File: src/rtl/writeback_regfile.sv
// writeback_regfile: W-stage commit into the 15-entry Y86 register file.
// Holds the architectural run/halt/error status. Once that status leaves RUN,
// every later commit is blocked until reset.
// Optional feature macro: PERF_CNT_EN adds the retired-instruction and
// RUN-cycle counters. Without it, retired_o and cycles_o are tied to zero.
module writeback_regfile #(
   parameter logic [63:0] RSP_RESET = 64'h0
) (
   input  logic        clk_i,
   input  logic        rst_i,
   input  logic [2:0]  W_stat_i,
   input  logic [3:0]  W_icode_i,
   input  logic [63:0] W_valE_i,
   input  logic [63:0] W_valM_i,
   input  logic [3:0]  W_dstE_i,
   input  logic [3:0]  W_dstM_i,
   input  logic [3:0]  d_srcA_i,
   input  logic [3:0]  d_srcB_i,
   output logic [63:0] d_rvalA_o,
   output logic [63:0] d_rvalB_o,
   input  logic [3:0]  dbg_addr_i,
   output logic [63:0] dbg_data_o,
   output logic [2:0]  cpu_stat_o,
   output logic        halted_o,
   output logic [63:0] retired_o,
   output logic [63:0] cycles_o
);

   localparam logic [2:0] STAT_AOK = 3'd1;
   localparam logic [2:0] STAT_HLT = 3'd2;
   localparam logic [2:0] STAT_ADR = 3'd3;
   localparam logic [2:0] STAT_INS = 3'd4;
   localparam logic [3:0] RNONE    = 4'hF;
   localparam logic [3:0] INOP     = 4'h1;
   localparam int         NUM_REGS = 15;
   localparam int         RSP_IDX  = 4;

   typedef enum logic [1:0] {
      ST_RUN,
      ST_HALT,
      ST_ERR
   } state_t;

   state_t      state;
   logic        commit_en;
   logic [63:0] regs [NUM_REGS];

   // Only a good instruction retiring while the machine still runs may commit.
   assign commit_en = (state == ST_RUN) && (W_stat_i == STAT_AOK);

   for (genvar g = 0; g < NUM_REGS; g++) begin : g_reg
      // Per-entry write. When dstE and dstM name the same register, valM wins.
      always_ff @(posedge clk_i or posedge rst_i) begin
         // NOTE: the register file has architectural reset values (%rsp in
         // particular), so every entry is reset here. It is not left as an
         // uninitialised RAM.
         if (rst_i) begin
            regs[g] <= (g == RSP_IDX) ? RSP_RESET : 64'h0;
         end else if (commit_en && (W_dstM_i == 4'(g))) begin
            regs[g] <= W_valM_i;
         end else if (commit_en && (W_dstE_i == 4'(g))) begin
            regs[g] <= W_valE_i;
         end
      end
   end

   // Combinational read ports. RNONE reads as zero, and there is no write bypass.
   always_comb begin
      d_rvalA_o  = (d_srcA_i   == RNONE) ? 64'h0 : regs[d_srcA_i];
      d_rvalB_o  = (d_srcB_i   == RNONE) ? 64'h0 : regs[d_srcB_i];
      dbg_data_o = (dbg_addr_i == RNONE) ? 64'h0 : regs[dbg_addr_i];
   end

   // Architectural status FSM. HALT and ERR are terminal until reset.
   always_ff @(posedge clk_i or posedge rst_i) begin
      if (rst_i) begin
         state      <= ST_RUN;
         cpu_stat_o <= STAT_AOK;
         halted_o   <= 1'b0;
      end else begin
         case (state)
            ST_RUN: begin
               if (W_stat_i == STAT_HLT) begin
                  state      <= ST_HALT;
                  cpu_stat_o <= STAT_HLT;
                  halted_o   <= 1'b1;
               end else if ((W_stat_i == STAT_ADR) || (W_stat_i == STAT_INS)) begin
                  state      <= ST_ERR;
                  cpu_stat_o <= W_stat_i;
                  halted_o   <= 1'b1;
               end
            end
            default: begin
               state      <= state;
               cpu_stat_o <= cpu_stat_o;
               halted_o   <= 1'b1;
            end
         endcase
      end
   end

`ifdef PERF_CNT_EN
   // Performance counters. Both freeze once the machine leaves RUN.
   always_ff @(posedge clk_i or posedge rst_i) begin
      if (rst_i) begin
         retired_o <= 64'h0;
         cycles_o  <= 64'h0;
      end else if (state == ST_RUN) begin
         cycles_o <= cycles_o + 64'd1;
         if (commit_en && (W_icode_i != INOP)) begin
            retired_o <= retired_o + 64'd1;
         end
      end
   end
`else
   logic unused_icode;

   assign unused_icode = ^W_icode_i;
   assign retired_o    = 64'h0;
   assign cycles_o     = 64'h0;
`endif

endmodule

File: config.mk
export PLATFORM = sky130hd
export DESIGN_NAME = writeback_regfile
export DESIGN_NICKNAME = d
export VERILOG_FILES = /design/src/rtl/writeback_regfile.sv
export SDC_FILE = /design/constraint.sdc
export NUM_CORES = 2
export LEC_CHECK = 0
export CAP_MARGIN = 15
export CELL_PAD_IN_SITES_DETAIL_PLACEMENT = 1
export CELL_PAD_IN_SITES_GLOBAL_PLACEMENT = 1
export CORE_MARGIN = 2
export CORE_UTILIZATION = 43
export CTS_BUF_LIST = sky130_fd_sc_hd__clkbuf_4 sky130_fd_sc_hd__clkbuf_8
export DETAILED_ROUTE_END_ITERATION = 12
export PLACE_DENSITY = 0.75
export SLEW_MARGIN = 30
export SYNTH_ARGS = -nofsm -noshare
export SYNTH_HDL_FRONTEND = slang
export SYNTH_SLANG_ARGS = --single-unit
File: constraint.sdc
create_clock -name clk_i -period 30.9 [get_ports clk_i]
set_clock_uncertainty 0.2 [all_clocks]
set_input_delay 6.18 -clock clk_i [delete_from_list [all_inputs] [get_ports clk_i]]
set_output_delay 6.18 -clock clk_i [all_outputs]
set_load 0.1 [all_outputs]
==> metrics.md <==
| Metric | Value |
|---|---|
| Setup TNS | `0 ns` |
| Pleak | `0.03144 uW` |
| Post-synth EDFFs | `0` |
| First-pass GRT wire length | `471900 microns` |
| Grt total ovfl | `0` |
| Maxcap violations | `0` |
| Gpl congestion | `0.8791` |
| Syn Area/Cell | `8.998 sq um` |
| CP Max Fanout | `70` |
| Number of DRC markers after the initial detailed-route iteration | `9149` |
| # DRC | `0` |
| VDD IR-drop max | `49.36 uV` |
| Final HPWL DP | `182400 microns` |
| CP peak stage delay | `1.30 ns` |
| Syn Inst Count | `7584` |
| Fin crit period | `18.41 ns` |
| Area of the core | `0.1580 sq mm` |
| Crit-path cells | `buf_8, buf_4, buf_4, buf_4, mux4_2, nor2b_1, a211oi_1, a2111oi_0, clkdlybuf4s50_1` |
| Outcome | `finished, final reports clean` |
| Yosys Warn Count | `0` |
| Root buffer cell | `clkbuf_8` |
| Antenna viol nets, final | `0` |
| H-tree depth | `4` |
| Layout area overhead | `12.05%` |
| Async set or reset register ratio after synthesis | `100.0%` |
| Die width | `402.4 microns` |
| Vias in the first global route | `68140` |
| Total GRT Usage | `39.44%` |
| Cell with the most instances after synthesis | `nand2_1` |
| Via density | `6.989` |
| CTS resizes | `0` |
| RR Endpoint | `regs[26]` |
| Setup slack, reg-to-reg | `26.89 ns` |
| Tcrit/Tclk final | `59.57%` |
| Hold depth | `1` |
| Mean routed wirelength per cell | `33.64 microns` |
| Buf/Inv on CP | `5` |
| Clock Sinks | `966` |
| Yosys cell types | `46` |
| Antenna violations before repair | `45` |
| Cell taking the most area after synthesis | `dfrtp_1` |
| Crit Path Class | `in2out` |
| Hold path start | `halted_o` |
| Sequential fraction of the synthesis area | `35.43%` |
| FF-to-FF Start | `state[0]` |
| Netlist Area Pre-Place | `0.06824 sq mm` |
| Layout cells sized above 1 | `13.10%` |
| RSZ-0062 raised after global routing | `no` |
| F_max | `54.32 MHz` |
| FP Rows | `146` |
| DR pass1 iterations | `6` |
| Clk Latency, worst-skew pair | `0.96 ns` |
| Required time of the critical path | `24.52 ns` |
| Synth top area share | `35.39%` |
| Routed WL | `327000 microns` |
| Top delay family on crit path | `buffers and inverters` |
| # IOs | `481` |
| Slowest-stage cell, CP | `clkdlybuf4s50_1` |
| Flops & latches, synth | `966` |
| Final std cells w/o fill | `9720` |
| Slew @ Worst Pin | `1.120 ns` |
| Nets@finish | `7626` |
| Worst Setup End Kind | `output pin` |
| Top post-synthesis cells by count | `nand2_1, nor2_1, dfrtp_1` |
| Worst Reg-to-Reg Cells | `5` |
| Largest net degree at the start of global routing | `173` |
| Synth area leaders | `dfrtp_1, mux4_2, mux2i_1` |
| Fin. Hold Viols | `0` |
| Hold Crit Class | `reg2reg` |
| Reg clk slew, reported paths | `0.06 ns` |
| Slew Limit Fails | `0` |
| Vias | `67930` |
| Initial Utilization | `43.18%` |
| Post-placement cell count | `9351` |
| Worst slew margin | `25.34%` |
| Total power | `3688 uW` |
| Clock tree buffer depth | `3` |
| WP data arrival | `12.03 ns` |
| Final number of setup-violating endpoints | `0` |
| Total CTS buffers | `184` |
| TritonCTS clock tree | `built` |
| Dpl ws | `12.62 ns` |
| Primary FF master, synth | `dfrtp_1` |
| CP Launch Type | `primary input` |
| Min-Delay Endpoint | `halted_o` |
| P per Cell Area | `48.24 mW/mm^2` |
| Hold Buf Count CTS | `0` |
| Post-route worst setup slack | `12.49 ns` |
| Fill cells | `17890` |
| Post-CTS Setup Bufs | `0` |
| Die Height | `402.4 microns` |
| CP dominant cell by count | `buf_4` |
| PortBufs | `348` |
| Die ar. | `0.1619 sq mm` |
==> metrics by stage <==
stage	hold WS [ns]	instance area, sq um	util [%]
6_report	0.3048	76460	48.39
2_1_floorplan	0.3225	68720	-
4_1_cts	0.3145	76250	48.25
3_5_place_dp	0.2955	72130	45.65
5_1_grt	0.3525	76450	48.38
3_3_place_gp	0.2658	71930	45.52
==> sequential cells by signal, summed over array words and instances (netlist names) <==
register / cells
cpu_stat_o: 3
state: 2
halted_o: 1
regs: 960
==> where the power goes <==
part	switching (uW)	total (uW)	leakage, uW	internal, uW
clock network	649	1450	0.00220	800
logic	575	813	0.0159	238
registers	84.7	1430	0.0133	1340
==> logic make-up (layout without fill, tap and decap cells) <==
logic type | count (synthesis) | after routing | share of synthesized area (%)
flops | 966 | 966 | 35.43
mux | 1173 | 1173 | 24.28
simple gates | 2677 | 2677 | 16.13
buf+inv | 969 | 878 | 7.023
compound gates | 1797 | 1797 | 17.11
xor+xnor | 1 | 1 | 0.01284
other cells | 1 | 156 | 0.005495
==> cells in the final DEF (no fill, tap or decap), types with 4 or more instances in the layout <==
cell type and n:
a22oi_1 64, buf_8 6, nor2b_1 262, bufinv_16 5, nand4_1 11, o21ai_0 67
a2111oi_1 25, nor2b_4 4, a31oi_1 621, nand3b_1 6, buf_12 13, clkbuf_8 237
clkinv_2 28, clkbuf_4 54, nand3_4 16, a2111oi_0 83, nand2_1 1243, nor3_2 4
a2111oi_2 14, buf_4 159, mux2i_1 787, dfrtp_1 965, inv_8 4, inv_6 5
diode_2 28, nor3_4 12, conb_1 128, o22ai_1 65, a2111oi_4 4, nor2_1 1094
o2bb2ai_1 62, buf_6 19, mux4_2 386, clkdlybuf4s50_1 334, a21oi_1 408, a211oi_1 380
==> routing by layer <==
metal	vias to the layer above	wire, microns	track usage (%)
li1	27080	-	-
met1	34490	120600	50.49
met2	5023	142500	58.57
met3	1312	42040	11.66
met4	32	21650	24.41
met5	-	241	0.2379
==> worst max path at each step <==
stage	start	to	slack [ns]	depth (start not counted)
2_1_floorplan	rst_i	cpu_stat_o[1]	11.22	1
3_3_place_gp	d_srcB_i[1]	d_rvalB_o[40]	12.54	9
3_5_place_dp	d_srcB_i[1]	d_rvalB_o[39]	12.62	9
4_1_cts	d_srcB_i[1]	d_rvalB_o[39]	12.59	9
5_1_grt	d_srcB_i[1]	d_rvalB_o[39]	12.48	9
6_report	d_srcB_i[1]	d_rvalB_o[39]	12.49	9
==> layout make-up <==
class                   count  area (sq um)  share of cell area, %
repair buffers            537          5199                  6.799
diodes                     28         70.07                0.09164
multi-input cells        5776         40290                  52.70
clock buffers             291          3667                  4.796
inverters                   4         20.02                0.02618
well taps                2072          2592                  3.391
clock inverters            46         446.7                 0.5842
flip-flops and latches    966         24170                  31.62
(Power assumes the default switching activity.)
